--- src/rtl/cipher_word_serializer_pkg.sv ---
// cipher_link_pkg: shared link widths, chunk-count helper and serializer states.
package cipher_link_pkg;
    localparam int PLAIN_W = 60;
    localparam int CIPHER_W = 76;
    localparam int LINK_W = 8;
    typedef enum logic [1:0] {IDLE, SEND, CSUM} ser_state_t;
    function automatic int nchunk(input int in_w, input int out_w);
        return (in_w + out_w - 1) / out_w;
    endfunction
endpackage

--- src/rtl/cipher_word_serializer_if.sv ---
// cipher_word_serializer_if: word-in / chunk-out handshake bundle of the serializer.
interface cipher_word_serializer_if
    import cipher_link_pkg::*;
#(
    parameter int IN_W = CIPHER_W,
    parameter int OUT_W = LINK_W
);
    logic in_valid;
    logic in_ready;
    logic [IN_W-1:0] in_data;
    logic out_valid;
    logic out_ready;
    logic [OUT_W-1:0] out_data;
    logic out_last;
    modport master (output in_valid, in_data, out_ready, input in_ready, out_valid, out_data, out_last);
    modport slave (input in_valid, in_data, out_ready, output in_ready, out_valid, out_data, out_last);
endinterface

--- src/rtl/cipher_word_serializer_fifo.sv ---
// cipher_word_fifo: single-clock word FIFO; pushes while full and pops while empty are ignored.
module cipher_word_fifo #(
    parameter int WIDTH = 76,
    parameter int DEPTH = 4
) (
    input  logic Clk,
    input  logic Rst_n,
    input  logic push,
    input  logic pop,
    input  logic [WIDTH-1:0] wr_data,
    output logic [WIDTH-1:0] rd_data,
    output logic [$clog2(DEPTH):0] count,
    output logic full,
    output logic empty
);
    localparam int AW = $clog2(DEPTH);
    logic [WIDTH-1:0] mem [DEPTH];
    logic [AW-1:0] wptr, rptr;
    logic do_push, do_pop;
    assign full = count == (AW+1)'(DEPTH);
    assign empty = count == '0;
    assign do_push = push && !full;
    assign do_pop = pop && !empty;
    assign rd_data = mem[rptr];
    always_ff @(posedge Clk or negedge Rst_n) begin
        if (!Rst_n) begin
            wptr <= '0;
            rptr <= '0;
            count <= '0;
        end else begin
            wptr <= wptr + AW'(do_push);
            rptr <= rptr + AW'(do_pop);
            count <= count + (AW+1)'(do_push) - (AW+1)'(do_pop);
        end
    end
    always_ff @(posedge Clk) begin
        if (do_push) mem[wptr] <= wr_data;
    end
endmodule

--- src/rtl/cipher_word_serializer.sv ---
// cipher_word_serializer: buffers cipher words and streams them LSB chunk first.
// Define CIPHER_SER_CHECKSUM_EN to append an XOR checksum chunk to every word.
module cipher_word_serializer
    import cipher_link_pkg::*;
#(
    parameter int IN_W = CIPHER_W,
    parameter int OUT_W = LINK_W,
    parameter int DEPTH = 4
) (
    input  logic Clk,
    input  logic Rst_n,
    cipher_word_serializer_if.slave bus,
    output logic busy,
    output logic [$clog2(DEPTH):0] fifo_count
);
    localparam int NCHUNK = nchunk(IN_W, OUT_W);
    localparam int PW = NCHUNK * OUT_W;
    localparam int IW = $clog2(NCHUNK + 1);
    localparam logic [IW-1:0] LAST = IW'(NCHUNK - 1);
    ser_state_t state;
    logic [PW-1:0] shift;
    logic [IW-1:0] chunk_idx;
    logic [IN_W-1:0] head;
    logic full, empty, hs, at_last, word_done, pop;
`ifdef CIPHER_SER_CHECKSUM_EN
    logic [OUT_W-1:0] csum;
`endif
    cipher_word_fifo #(.WIDTH(IN_W), .DEPTH(DEPTH)) u_fifo (
        .Clk(Clk),
        .Rst_n(Rst_n),
        .push(bus.in_valid),
        .pop(pop),
        .wr_data(bus.in_data),
        .rd_data(head),
        .count(fifo_count),
        .full(full),
        .empty(empty)
    );
    assign hs = bus.out_valid && bus.out_ready;
    assign at_last = chunk_idx == LAST;
`ifdef CIPHER_SER_CHECKSUM_EN
    assign word_done = hs && state == CSUM;
    assign bus.out_last = state == CSUM;
    assign bus.out_data = state == CSUM ? csum : shift[OUT_W-1:0];
`else
    assign word_done = hs && at_last;
    assign bus.out_last = state == SEND && at_last;
    assign bus.out_data = shift[OUT_W-1:0];
`endif
    // Popping on the final handshake lets the next word follow without a bubble.
    assign pop = !empty && (state == IDLE || word_done);
    assign bus.in_ready = !full;
    assign busy = !empty || state != IDLE;
    always_ff @(posedge Clk or negedge Rst_n) begin
        if (!Rst_n) begin
            state <= IDLE;
            shift <= '0;
            chunk_idx <= '0;
            bus.out_valid <= 1'b0;
`ifdef CIPHER_SER_CHECKSUM_EN
            csum <= '0;
`endif
        end else if (pop) begin
            state <= SEND;
            shift <= PW'(head);
            chunk_idx <= '0;
            bus.out_valid <= 1'b1;
`ifdef CIPHER_SER_CHECKSUM_EN
            csum <= '0;
`endif
        end else if (word_done) begin
            state <= IDLE;
            bus.out_valid <= 1'b0;
        end else if (hs) begin
            shift <= shift >> OUT_W;
            chunk_idx <= chunk_idx + 1'b1;
`ifdef CIPHER_SER_CHECKSUM_EN
            csum <= csum ^ shift[OUT_W-1:0];
            if (at_last) state <= CSUM;
`endif
        end
    end
endmodule

--- src/flat_wrapper.sv ---
// flat-port wrapper written by rule: the top's interface ports become plain ports
module cipher_word_serializer_flat import cipher_link_pkg::*;
#(
    parameter int IN_W = CIPHER_W,
    parameter int OUT_W = LINK_W,
    parameter int DEPTH = 4
)
  (Clk, Rst_n, busy, fifo_count, bus_in_valid, bus_in_data, bus_out_ready, bus_in_ready, bus_out_valid, bus_out_data, bus_out_last);
  cipher_word_serializer_if #(.IN_W(IN_W), .OUT_W(OUT_W)) bus_i ();
  input  logic Clk;
  input  logic Rst_n;
  output logic busy;
  output logic [$clog2(DEPTH):0] fifo_count;
  input wire logic [$bits(bus_i.in_valid)-1:0] bus_in_valid;
  input wire logic [$bits(bus_i.in_data)-1:0] bus_in_data;
  input wire logic [$bits(bus_i.out_ready)-1:0] bus_out_ready;
  output wire logic [$bits(bus_i.in_ready)-1:0] bus_in_ready;
  output wire logic [$bits(bus_i.out_valid)-1:0] bus_out_valid;
  output wire logic [$bits(bus_i.out_data)-1:0] bus_out_data;
  output wire logic [$bits(bus_i.out_last)-1:0] bus_out_last;
  assign bus_i.in_valid = bus_in_valid;
  assign bus_i.in_data = bus_in_data;
  assign bus_i.out_ready = bus_out_ready;
  assign bus_in_ready = bus_i.in_ready;
  assign bus_out_valid = bus_i.out_valid;
  assign bus_out_data = bus_i.out_data;
  assign bus_out_last = bus_i.out_last;
  cipher_word_serializer #(.IN_W(IN_W), .OUT_W(OUT_W), .DEPTH(DEPTH)) u_core (.Clk(Clk), .Rst_n(Rst_n), .bus(bus_i), .busy(busy), .fifo_count(fifo_count));
endmodule
--- config.mk ---
export PLATFORM = sky130hd
export DESIGN_NAME = cipher_word_serializer_flat
export DESIGN_NICKNAME = d
export VERILOG_FILES = /design/src/rtl/cipher_word_serializer_pkg.sv /design/src/rtl/cipher_word_serializer_if.sv /design/src/rtl/cipher_word_serializer_fifo.sv /design/src/rtl/cipher_word_serializer.sv /design/src/flat_wrapper.sv
export SDC_FILE = /design/constraint.sdc
export NUM_CORES = 1
export LEC_CHECK = 0
export ABC_AREA = 0
export CAP_MARGIN = 40
export CORE_ASPECT_RATIO = 1.75
export CORE_MARGIN = 2
export CORE_UTILIZATION = 55
export CTS_CLUSTER_DIAMETER = 100
export CTS_CLUSTER_SIZE = 25
export DETAILED_ROUTE_END_ITERATION = 6
export GPL_TIMING_DRIVEN = 0
export PLACE_DENSITY_LB_ADDON = 0.15
export REMOVE_ABC_BUFFERS = 1
export SYNTH_ARGS = -nofsm -noshare
export SYNTH_HDL_FRONTEND = slang
export SYNTH_SLANG_ARGS = --single-unit
--- constraint.sdc ---
create_clock -name Clk -period 8.17 [get_ports Clk]
set_input_delay 2.0425 -clock Clk [delete_from_list [all_inputs] [get_ports Clk]]
set_output_delay 2.0425 -clock Clk [all_outputs]
set_load 0.05 [all_outputs]
==> impl_metrics.env, run 1 <==
export IMPL_status="completed"
export IMPL_ys_ff_latch=392
export IMPL_slew_headroom_pct=41.05
export IMPL_comb_power_share_pct=27.6
export IMPL_initial_utilization_pct=55.80
export IMPL_rows=81
export IMPL_synthesis_area_um2=15610
export IMPL_pwr_share_seq_pct=53.1
export IMPL_synth_edff_count=304
export IMPL_synth_ff_type="edfxtp_1"
export IMPL_dr_total_vias=8695
export IMPL_postCtsHoldBufs=0
export IMPL_crit_type="reg2out"
export IMPL_cts_num_sinks=392
export IMPL_intPower_mw=3.790
export IMPL_drt_total_wl_mm=31.69
export IMPL_grt_pass1_wl_mm=50.74
export IMPL_mostFrequentLayoutCells="edfxtp_1 (304), clkdlybuf4s50_1 (93), dfrtp_1 (85)"
export IMPL_cts_buffer_depth=3
export IMPL_rsz0062_at_grt="false"
export IMPL_syn_inst=905
export IMPL_end_kind="output pin"
export IMPL_clockRootBuffer="clkbuf_16"
export IMPL_ant_nets=0
export IMPL_worstPathArrival_ps=3210
export IMPL_p_leak_nw=5.877
export IMPL_cp_cell_sequence="inv_1 -> nor2_1 -> clkdlybuf4s50_1"
export IMPL_cp_buffers_inverters=2
export IMPL_ys_types=38
export IMPL_postSynthAreaPerCell_um2=17.25
export IMPL_synth_seq_area_share_pct=72.59
export IMPL_synth_top_family_by_area="multiplexers"
export IMPL_worst_ep_required_time_ps=6130
export IMPL_diodes=0
export IMPL_p_total_mw=5.375
export IMPL_via_per_inst=6.361
export IMPL_drc_errors=0
export IMPL_gp_congestion=0.7151
export IMPL_min_path_type="reg2reg"
export IMPL_max_stage_delay_ps=960
export IMPL_critPathMaxFanout=38
export IMPL_grt_overflow=0
export IMPL_synth_simple_area_share_pct=3.078
export IMPL_area_delta_synth_final_pct=14.44
export IMPL_ios=95
export IMPL_dp_hpwl_mm=19.64
export IMPL_nets=1067
export IMPL_post_cts_buffers=0
export IMPL_cellPowerDensity_nw_per_um2=300.9
export IMPL_track_usage_pct=21.78
export IMPL_rr_worst_depth=8
export IMPL_fin_util_pct=63.86
export IMPL_clock_power_share_pct=19.3
export IMPL_cp_depth=3
export IMPL_synth_compound_area_share_pct=9.403
export IMPL_ys_warn_count=0
export IMPL_clk_pin_slew_ps=100
export IMPL_fmax_mhz=190.5
export IMPL_tightest_slew_ps=884.3
export IMPL_die_area_um2=29800
export IMPL_insertion_delay_ps=530
export IMPL_vdd_drop_max_uv=221.1
export IMPL_synth_adder_area_share_pct=0.4489
export IMPL_grt_pass1_vias=8840
export IMPL_setup_violations=0
export IMPL_path_delay_family="buffers and inverters"
export IMPL_async_flop_share_pct=22.45
export IMPL_synthMuxAreaShare_pct=10.97
export IMPL_htreeDepth=1
export IMPL_period_needed_ps=5251
export IMPL_grt_max_degree=70
export IMPL_holdPathStages=2
export IMPL_wl_per_cell_um=23.18
export IMPL_hold_viol=0
export IMPL_antenna_found_initial=0
export IMPL_skew_ps=13.66
export IMPL_drt_initial_drc_count=883
export IMPL_start_kind="register"
export IMPL_die_h_um=226.9
export IMPL_core_area_um2=27970
export IMPL_cts_tree="built"
export IMPL_final_common_cell="edfxtp_1"
export IMPL_drtPass1Iterations=5
export IMPL_port_buffer_count=94
export IMPL_finalCritPeriodShare_pct=64.27
export IMPL_p_switching_mw=1.585
export IMPL_numCtsBuffers=19
export IMPL_synthXorXnorAreaFrac_pct=0.3367
export IMPL_critPathSlowestCell="dfrtp_2"
export IMPL_drv_cap=0
export IMPL_die_w_um=131.3
export IMPL_drive_gt1_share_pct=16.40
export IMPL_swShare_pct=29.49
export IMPL_cts_resized=0
export IMPL_report_final_slew_viol_count=0
==> flip-flops by register name, indices dropped and copies added, names as in the netlist <==
register	count
u_core.bus.out_valid	1
u_core.chunk_idx	4
u_core.shift	76
u_core.u_fifo.count	3
u_core.u_fifo.mem	304
u_core.u_fifo.rptr	2
u_core.u_fifo.wptr	2
==> cell usage after synthesis, types with 3 or more instances <==
| cell type | n | area share [%] |
|---|---|---|
| edfxtp_1 | 304 | 58 |
| dfrtp_1 | 88 | 14 |
| mux4_2 | 76 | 11 |
| o21ai_0 | 74 | 2.4 |
| nand3_1 | 69 | 2.2 |
| a211oi_1 | 61 | 2.9 |
| a31oi_1 | 60 | 2.4 |
| clkbuf_1 | 56 | 1.3 |
| buf_2 | 22 | 0.71 |
| o211ai_1 | 17 | 0.82 |
| inv_1 | 14 | 0.34 |
| buf_4 | 8 | 0.38 |
| o311ai_1 | 7 | 0.39 |
| a21oi_1 | 5 | 0.16 |
| o21ai_1 | 5 | 0.16 |
| xnor2_1 | 5 | 0.28 |
| ha_1 | 4 | 0.32 |
| nand2_1 | 3 | 0.072 |
| nor2_1 | 3 | 0.072 |
| or3_1 | 3 | 0.12 |
==> final cells by class <==
type                       count  area (um^2)
multi-input combinational    409         3826
timing repair buffer         146         1644
sequential                   392        11340
tap                          373        466.7
clock buffer                  32        524.3
fill                        2033        10110
clock inverter                 1        8.758
inverter                      14        52.55
==> worst paths after layout <==
kind                                      startpoint                      to  slack, ps
worst max-delay path            u_core.bus.out_valid            bus_out_last       2920
worst min-delay path                u_core.shift[72]        u_core.shift[64]        520
worst max register to register  u_core.bus.out_valid  u_core.u_fifo.count[2]       4680
worst min register to register      u_core.shift[72]        u_core.shift[64]        520
max in group asynchronous                      Rst_n        u_core.shift[18]       5970
min in group asynchronous                      Rst_n         u_core.shift[5]       1510
==> power by group through the flow <==
stage	combinational [mW]	sequential, mW	clock (mW)
after floorplan	0.845	3.02	0
after global placement	1.30	3.10	0
after detailed placement	1.51	2.90	0
after CTS	1.51	2.86	1.07
after global routing	1.60	2.91	1.13
final	1.48	2.86	1.04
==> through the flow <==
stage               area (um^2)  cells  hold WS, ps   TNS, ps  setup slack, ps
floorplan                 15170    815        470.3    -23640           -164.7
global placement          16570   1282        476.6  -1208880            -5608
detailed placement        17330   1334        493.9         0             3187
CTS                       17860   1367        524.3         0             2881
global route              17860   1367        562.2         0             2755
finish                    17860   1367        517.5         0             2919
==> metal layers <==
| layer | routed length [um] | GRT usage, % | part of all wire, % |
|---|---|---|---|
| met4 | 499 | 5.224 | 1.6 |
| met5 | 0 | 0 | 0 |
| met2 | 16600 | 38.61 | 52 |
| met3 | 1511 | 2.325 | 4.8 |
| met1 | 13080 | 29.43 | 41 |
==> tightest hold or removal path, stage by stage, from the launching register on <==
cell      delay, ps
dfrtp_1         350
nand3_1          60
o311ai_1         70
==> kinds of logic after synthesis <==
family	Yosys count
buf+inv	104
compound gates	232
fa+ha+maj	5
flops	392
xor+xnor	6
simple gates	90
mux	76
No activity file was read; power rests on OpenSTA's default activity.
==> inputs of run 2 (changes only) <==
--- a/config.mk
+++ b/config.mk
@@ -9,7 +9,7 @@
 export CAP_MARGIN = 40
 export CORE_ASPECT_RATIO = 1.75
 export CORE_MARGIN = 2
-export CORE_UTILIZATION = 55
+export CORE_UTILIZATION = 53
 export CTS_CLUSTER_DIAMETER = 100
 export CTS_CLUSTER_SIZE = 25
 export DETAILED_ROUTE_END_ITERATION = 6
==> constraint.sdc (replaced) <==
create_clock -name Clk -period 4.5 [get_ports Clk]
set_input_delay 1.125 -clock Clk [delete_from_list [all_inputs] [get_ports Clk]]
set_output_delay 1.125 -clock Clk [all_outputs]
set_load 0.05 [all_outputs]
==> run 2 against run 1 <==
Compared with the run above:
- sequential power rose by 80%
- total power up 82%
- first-iteration DRC count grew 6.9%
- critical path type unchanged
- largest cell class unchanged
==> impl_metrics.env, run 2 (synthesis results as in run 1) <==
export IMPL_tightest_slew_ps=881.2
export IMPL_fin_util_pct=61.30
export IMPL_rr_endpoint="u_core.u_fifo.count[2]"
export IMPL_multi_input_area_um2=3826
export IMPL_insertion_delay_ps=540
export IMPL_final_common_cell="edfxtp_1"
export IMPL_crit_type="reg2out"
export IMPL_die_w_um=133.7
export IMPL_met3_usage_pct=2.275
export IMPL_worst_hold_slack_ps=495.3
export IMPL_clk_pin_slew_ps=100
export IMPL_holdPathStages=2
export IMPL_p_switching_mw=2.921
export IMPL_hp_start="u_core.shift[72]"
export IMPL_cts_tree="built"
export IMPL_drt_initial_drc_count=944
export IMPL_grt_pass1_wl_mm=52.56
export IMPL_biggestRegsByFlops="u_core.u_fifo.mem (304), u_core.shift (76), u_core.chunk_idx (4)"
export IMPL_fin_setup_tns_ps=0
export IMPL_place_ws_ps=337.5
export IMPL_pwr_share_seq_pct=52.7
export IMPL_area_delta_synth_final_pct=14.61
export IMPL_fin_area_um2=17890
export IMPL_dp_hpwl_mm=20.16
export IMPL_htreeDepth=1
export IMPL_grt_pass1_vias=9207
export IMPL_period_needed_ps=4104
export IMPL_rr_worst_depth=9
export IMPL_grt_use_met1_pct=29.65
export IMPL_vdd_drop_max_uv=360.4
export IMPL_skew_ps=23.28
export IMPL_hold_viol=0
export IMPL_reg2reg_from="u_core.bus.out_valid"
export IMPL_swShare_pct=29.79
export IMPL_track_usage_pct=21.98
export IMPL_drive_gt1_share_pct=16.65
export IMPL_min_path_type="reg2reg"
export IMPL_drt_total_wl_mm=33.24
export IMPL_detailed_place_area_um2=17320
export IMPL_end_kind="output pin"
export IMPL_clockRootBuffer="clkbuf_16"
export IMPL_max_stage_delay_ps=830
export IMPL_grt_overflow=0
export IMPL_worst_ep_required_time_ps=3380
export IMPL_grtUsageMet2_pct=37.55
export IMPL_p_total_mw=9.803
export IMPL_status="completed"
export IMPL_nets=1069
export IMPL_drtPass1Iterations=5
export IMPL_die_h_um=231.0
export IMPL_ff2ff_setup_slack_ps=1210
export IMPL_mostFrequentLayoutCells="edfxtp_1 (304), clkdlybuf4s50_1 (93), dfrtp_1 (85)"
export IMPL_ff_latch_area_um2=11340
export IMPL_top_register="u_core.u_fifo.mem"
export IMPL_dr_total_vias=8827
export IMPL_drc_errors=0
export IMPL_finalCritPeriodShare_pct=91.21
export IMPL_wl_per_cell_um=24.09
export IMPL_fin_cells=1380
export IMPL_largest_reg_flops=304
export IMPL_intPower_mw=6.882
export IMPL_critPathMaxFanout=34
export IMPL_gp_congestion=0.7127
export IMPL_cts_num_sinks=392
export IMPL_clock_power_share_pct=19.4
export IMPL_gr_max_usage_layer="met2"
export IMPL_antenna_found_initial=2
export IMPL_port_buffer_count=94
export IMPL_dp_cells=1344
export IMPL_ant_nets=0
export IMPL_postCtsHoldBufs=0
export IMPL_cp_cell_sequence="inv_1 -> nor2_1 -> clkdlybuf4s50_1"
export IMPL_fin_ws_ps=395.8
export IMPL_via_per_inst=6.396
export IMPL_nFillCells=2178
export IMPL_hold_path_end="u_core.shift[64]"
export IMPL_rsz0062_at_grt="false"
export IMPL_numCtsBuffers=19
export IMPL_fmax_mhz=243.7
export IMPL_slew_headroom_pct=41.25
export IMPL_initial_utilization_pct=53.49
export IMPL_worstPathArrival_ps=2980
export IMPL_cts_buffer_depth=3
export IMPL_grt_max_degree=70
export IMPL_core_area_um2=29180
export IMPL_start_kind="register"
export IMPL_setup_violations=0
export IMPL_comb_power_share_pct=28.0
export IMPL_critPathSlowestCell="clkdlybuf4s50_1"
export IMPL_drv_cap=0
export IMPL_p_leak_nw=5.885
export IMPL_ios=95
export IMPL_cellPowerDensity_nw_per_um2=548.0
export IMPL_report_final_slew_viol_count=0
export IMPL_die_area_um2=30890
export IMPL_rows=83
run 2: cell types whose count changed in the layout (fill, tap and decap cells not counted), sizes merged:
cell / change
buf: +2
diode: +1
inv: +1
run 2: critical path, delay by kind of cell, from the launching register on:
kind / cells / cell delay, ps
buf+inv: 2 / 1350
flops: 1 / 820
simple gates: 1 / 260
run 2: area by class of cell:
type,instances,area share (%)
flip-flops and latches,392,63.40
multi-input cells,409,21.39
diodes,1,0.01399
well taps,382,2.672
repair buffers,148,9.198
inverters,14,0.2938
clock buffers,32,2.931
clock inverters,2,0.09792
run 2: routing by layer:
layer  vias to the layer above  wire [um]
li1                       3817          -
met1                      4652      13410
met2                       303      17110
met3                        53       1689
met4                         2       1022
met5                         -         10
run 2: worst max path at each step:
stage,endpoint,from
floorplan,u_core.u_fifo.mem[1][0],u_core.u_fifo.count[1]
global placement,u_core.u_fifo.mem[2][40],bus_in_valid
detailed placement,u_core.u_fifo.count[2],bus_out_ready
CTS,bus_out_last,u_core.bus.out_valid
global route,bus_out_last,u_core.bus.out_valid
finish,bus_out_last,u_core.bus.out_valid
run 2: power by group through the flow:
stage / Combinational, mW / Sequential [mW] / Clock [mW]
finish: 2.74 / 5.16 / 1.90
global route: 2.97 / 5.24 / 2.07
CTS: 2.80 / 5.17 / 1.95
detailed placement: 2.79 / 5.25 / 0
global placement: 2.36 / 5.64 / 0
floorplan: 1.53 / 5.48 / 0
run 2: what timing repair did:
| item | CTS | global route |
|---|---|---|
| buffers inserted | 0 | 1 |
| resized for setup | 0 | 0 |
| endpoints found under the hold margin | 0 | 0 |
| setup endpoints to repair | 0 | 2 |
==> inputs of run 3 (changes only) <==
--- a/config.mk
+++ b/config.mk
@@ -19,3 +19,4 @@
 export SYNTH_ARGS = -nofsm -noshare
 export SYNTH_HDL_FRONTEND = slang
 export SYNTH_SLANG_ARGS = --single-unit
+export TNS_END_PERCENT = 1
==> results of run 3 <==
No change in the layout: final DEF, timing and power equal those of run 2.
==> RTL edit 1, RTL diff (config.mk and constraints of run 1) <==
Change the package constant `LINK_W` from 8 to 16.
--- a/src/rtl/cipher_word_serializer_pkg.sv
+++ b/src/rtl/cipher_word_serializer_pkg.sv
@@ -2,7 +2,7 @@
 package cipher_link_pkg;
     localparam int PLAIN_W = 60;
     localparam int CIPHER_W = 76;
-    localparam int LINK_W = 8;
+    localparam int LINK_W = 16;
     typedef enum logic [1:0] {IDLE, SEND, CSUM} ser_state_t;
     function automatic int nchunk(input int in_w, input int out_w);
         return (in_w + out_w - 1) / out_w;
Ports: changed (resized bus_out_data); port bits go from 95 to 103. The function was not compared with the original's and may differ.
==> RTL edit 1 against run 1 <==
  * Design area hardly changed
  * Register-to-register slack improved by 150 ps
  * Utilization about the same
  * Worst setup slack better by 390 ps
  * Critical path type unchanged
  * Area after synthesis barely moved
  * Sequential cell count is 1 lower
  * Largest cell class unchanged
  * Worst hold slack got worse by 4.6 ps
  * Cell count decreased by 0.15%
  * Largest power group unchanged
  * Routed wire length increased by 3.7%
  * Fmax is 8.0% higher
  * Power is 8.4% higher
==> RTL edit 1: results (changes against run 1) <==
Critical Path Fanout Max=27 (-29%); via count=8580 (-1.3%); Place WS=2940 ps (-243 ps); Crit path largest cell delay=840 ps (-120 ps); synth cell count leaders=304 x edfxtp_1, 87 x dfrtp_1, 72 x mux4_2; share of cells above drive strength 1=0.164 (-0.000182); Post-synth EDFFs=304 (unchanged); Slew @ Worst Pin=850 ps (-33.9 ps); CTS Buf Count=19 (unchanged); Final Non-Filler Cells=1365 (-0.15%); Arr. time, crit path=2820 ps (-390 ps); gr usage total=0.222 (+0.00468); # Post-CTS Setup Buffers=0 (unchanged); first-pass GRT wire length=51200 um (+0.84%); async set-reset flop share out of synthesis=0.223 (-0.00198); Syn. warnings=0 (unchanged); placed cell area=17300 sq um (about the same); CTS Root Cell=clkbuf_16; Initial DRC Count=904 (+2.4%); pin count of the biggest net entering global routing=55 (-21%); Final Max Tran Viols=0 (unchanged); Cells after Synth=897 (-0.88%); Filler cells=2027 (-0.30%); worst clock skew=17.5 ps (+3.84 ps); Hold Crit Class=reg -> reg; Worst-Skew Late Latency=530 ps (about the same); post-cts sizing count=0 (unchanged); Slowest-stage cell, CP=clkdlybuf4s50_1; largest registers=u_core.u_fifo.mem: 304 flops, u_core.shift: 76 flops; register area share after synthesis=0.725 (-0.00137); final net count=1062 (-0.47%); Placed Instances=1329 (-0.37%); hold buffer count at CTS=0 (unchanged); initial antenna violation count=3 (+3); Routed WL=32900 um (+3.7%); Int Pwr=3.96 mW (+4.4%); GPL Wtd Cong=0.748 (+4.6%); depth of the CTS H-tree=1 (unchanged); first-pass detailed-route iteration total=5 (unchanged); CTS clk-pin slew, worst paths=100 ps (about the same); IO Port Bufs=102 (+8.5%); maximum VDD drop=0.000216 V (-2.3%); ranking of synthesized cells by area=edfxtp_1 59%, dfrtp_1 14%, mux4_2 10%, o21ai_0 2.2%, a211oi_1 2.1%; HPWL after DPL=20500 um (+4.6%); Max clock buf depth=3 (unchanged); status=finished, final reports clean; Leak=5.91 nW (+0.56%); vias in the first global route=8788 (-0.59%); synth unique cells=36 (-5.3%)
==> RTL edit 1: path summary, 6_finish.rpt <==
kind / slack, ps / start / cells after the start / endpoint
min: 510 / u_core.shift[73]$_DFFE_PN0P_ / 2 / u_core.shift[57]$_DFFE_PN0P_
max reg2reg: 4830 / u_core.chunk_idx[0]$_DFFE_PN0P_ / 10 / u_core.u_fifo.count[2]$_DFF_PN0_
max: 3310 / u_core.chunk_idx[0]$_DFFE_PN0P_ / 5 / bus_out_last
min in group asynchronous: 1470 / Rst_n / 1 / u_core.shift[9]$_DFFE_PN0P_
min reg2reg: 510 / u_core.shift[73]$_DFFE_PN0P_ / 2 / u_core.shift[57]$_DFFE_PN0P_
max in group asynchronous: 6020 / Rst_n / 2 / u_core.u_fifo.rptr[1]$_DFF_PN0_
==> RTL edit 1: power by group through the flow <==
stage	registers, mW	clock network, mW	logic (mW)
finish	2.90	1.04	1.89
global route	2.95	1.12	2.03
CTS	2.91	1.06	1.92
detailed placement	2.95	0	1.92
global placement	3.17	0	1.66
floorplan	3.13	0	1.01
==> RTL edit 1: stage by stage <==
step | utilization | hold slack (ps)
after floorplan | - | 470
after global placement | 0.592 | 481
after detailed placement | 0.619 | 492
after CTS | 0.639 | 514
after global routing | 0.639 | 563
final | 0.639 | 513
==> RTL edit 1: cell families after synthesis <==
family,share of synthesized area
AOI/OAI and AO/OA,0.0916
muxes,0.111
buffers and inverters,0.0389
and+or+nand+nor,0.0265
xor gates and xnor gates,0.00337
DFF,0.725
adders and majority gates,0.00449
==> RTL edit 1: per-layer routing <==
| metal | track usage | wire (um) |
|---|---|---|
| met5 | 0 | 0 |
| met4 | 0.0659 | 632 |
| met3 | 0.0230 | 1370 |
| met2 | 0.388 | 17200 |
| met1 | 0.302 | 13600 |
==> RTL edit 1: worst max-delay path, delay by kind of cell (launching register included) <==
| kind | cells | cell delay [ps] |
|---|---|---|
| fa+ha+maj | 1 | 250 |
| flops | 1 | 410 |
| simple gates | 2 | 680 |
| buf+inv | 2 | 930 |
==> RTL edit 1: cell type report <==
type	instances	area [sq um]	share of cell area
flip-flops and latches	391	11300	0.633
multi-input cells	390	3740	0.210
repair buffers	153	1720	0.0962
clock buffers	32	524	0.0293
well taps	373	467	0.0261
inverters	22	82.6	0.00462
clock inverters	1	11.3	0.000630
diodes	3	7.51	0.000420
==> RTL edit 2, RTL diff (config.mk and constraints of run 1) <==
Made on the original files. The 3 states of `ser_state_t` get a one-hot encoding in 3 bits.
--- a/src/rtl/cipher_word_serializer_pkg.sv
+++ b/src/rtl/cipher_word_serializer_pkg.sv
@@ -3,7 +3,7 @@
     localparam int PLAIN_W = 60;
     localparam int CIPHER_W = 76;
     localparam int LINK_W = 8;
-    typedef enum logic [1:0] {IDLE, SEND, CSUM} ser_state_t;
+    typedef enum logic [2:0] {IDLE = 3'b001, SEND = 3'b010, CSUM = 3'b100} ser_state_t;
     function automatic int nchunk(input int in_w, input int out_w);
         return (in_w + out_w - 1) / out_w;
     endfunction
Function: no difference found for any inputs over 10 cycles, from zero or initial values and one cycle with Rst_n low; not proved beyond that.
==> RTL edit 2 against run 1 <==
  * Area after synthesis shrank 1.6%
  * Design area shrank 1.3%
  * Worst setup slack gained 720 ps
  * Sequential cell count grew 1
  * Routed wire length shrank 14%
  * Utilization shrank 0.36 points
  * Count of clock-buffer cells in the layout is the same
Power is not compared: it rests on default switching activity, and its combinational part moved more than twofold at a synthesized area within 25%.
==> RTL edit 2: results (changes against run 1) <==
Slowest-stage cell, CP=clkdlybuf4s50_1; GPL Wtd Cong=0.681 (-4.8%); status=finished, final reports clean; async set-reset flop share out of synthesis=0.226 (+0.00197); met1 Use GR=0.265 (-0.0289); relative slew slack=0.446 (+0.0358); gr usage total=0.194 (-0.0241); Final Non-Filler Cells=1198 (-12%); worst clock skew=12.5 ps (-1.12 ps); synth cell count leaders=304 x edfxtp_1, 134 x mux2_2, 88 x dfrtp_1; register-to-register setup slack=5020 ps (+340 ps); Fin Hold WS=541 ps (+23.3 ps); pin count of the biggest net entering global routing=61 (-13%); met3 global-route usage=0.0240 (+0.000728); M2 GR Usage=0.332 (-0.0537); Cells after Synth=714 (-21%); Place WS=3140 ps (-43.4 ps); ranking of synthesized cells by area=edfxtp_1 59%, dfrtp_1 14%, mux4_2 11%, mux2_2 9.8%, mux2_1 0.73%; register area share after synthesis=0.739 (+0.0132); Hold Crit Class=reg -> reg; Critical Path Fanout Max=6 (-84%); synth unique cells=32 (-16%); CTS Root Cell=clkbuf_16; vias in the first global route=7633 (-14%); Initial DRC Count=357 (-60%); Arr. time, crit path=2490 ps (-720 ps); post-cts sizing count=0 (unchanged); share of cells above drive strength 1=0.325 (+0.161); most instantiated library cell after synthesis=edfxtp_1; Filler cells=1949 (-4.1%); Crit path largest cell delay=810 ps (-150 ps); initial antenna violation count=1 (+1); final net count=897 (-16%); fin crit period=4530 ps (-721 ps); # Post-CTS Setup Buffers=0 (unchanged); first-pass GRT wire length=43100 um (-15%); HPWL after DPL=16700 um (-15%); Routed WL=27100 um (-14%); Most Crowded Layer GR=met2; via count=6914 (-20%)
==> RTL edit 2: cell count changes after synthesis, moves of 5 or more <==
cell      before  now
inv_1         14    3
o311ai_1       7    0
mux2_2         0  134
o21ai_1        5    0
o211ai_1      17    0
nor2b_1        0   10
nand3_1       69    0
o21ai_0       74    0
a31oi_1       60    0
a211oi_1      61    0
mux2_1         0   10
clkbuf_1      56    8
buf_6          2    7
==> RTL edit 2: worst max-delay path: cells and delay by family (launching register included) <==
family	cells	cell delay (ps)
buffers and inverters	2	890
and+or+nand+nor	2	530
DFF	1	420
adders and majority gates	1	130
==> RTL edit 2: worst paths after layout <==
kind	cells after the start	endpoint	startpoint
worst max-delay path	5	bus_out_last	u_core.chunk_idx[1]$_DFFE_PN0P_
worst min-delay path	2	u_core.state[0]$_DFFE_PN1P_	u_core.state[0]$_DFFE_PN1P_
worst max register to register	12	u_core.u_fifo.count[2]$_DFF_PN0_	u_core.chunk_idx[1]$_DFFE_PN0P_
worst min register to register	2	u_core.state[0]$_DFFE_PN1P_	u_core.state[0]$_DFFE_PN1P_
max in group asynchronous	2	u_core.state[0]$_DFFE_PN1P_	Rst_n
min in group asynchronous	1	u_core.shift[3]$_DFFE_PN0P_	Rst_n
==> RTL edit 2: kinds of logic (layout without fill, tap and decap cells) <==
logic type,after synthesis,after routing,synth area share
flip-flops,393,393,0.739
other,0,1,0
multiplexers,221,221,0.218
adder cells (fa/ha/maj),5,5,0.00456
AO/OA/AOI/OAI,7,7,0.00326
buffers and inverters,47,157,0.0187
XOR/XNOR,8,8,0.00456
AND/OR/NAND/NOR,33,33,0.0122
==> RTL edit 2: cell type report <==
| type | instances | area share |
|---|---|---|
| Clock buffer | 32 | 0.0297 |
| Antenna cell | 1 | 0.000142 |
| Inverter | 3 | 0.000639 |
| Timing Repair Buffer | 121 | 0.0847 |
| Clock inverter | 1 | 0.000497 |
| Sequential cell | 393 | 0.645 |
| Tap cell | 373 | 0.0265 |
| Multi-Input combinational cell | 274 | 0.213 |
==> RTL edit 2: routing by layer <==
metal	vias to the layer above	part of all wire
li1	3044	-
met1	3684	0.42
met2	149	0.52
met3	37	0.039
met4	0	0.022
met5	-	0
==> RTL edit 2: per-stage QoR <==
stage / area, sq um / TNS [ps] / util / power (mW)
4_1_cts: 17600 / 0 / 0.635 / 4.21
3_3_place_gp: 16500 / -678670 / 0.594 / 3.12
5_1_grt: 17600 / 0 / 0.635 / 4.33
2_1_floorplan: 15100 / -35240 / - / 2.90
3_5_place_dp: 17100 / 0 / 0.616 / 3.19
6_report: 17600 / 0 / 0.635 / 4.15
==> RTL edit 2: report_power, final <==
group / switching (mW) / internal (mW)
Combinational: 0.326 / 0.217
Sequential: 0.0850 / 2.50
Clock: 0.579 / 0.446
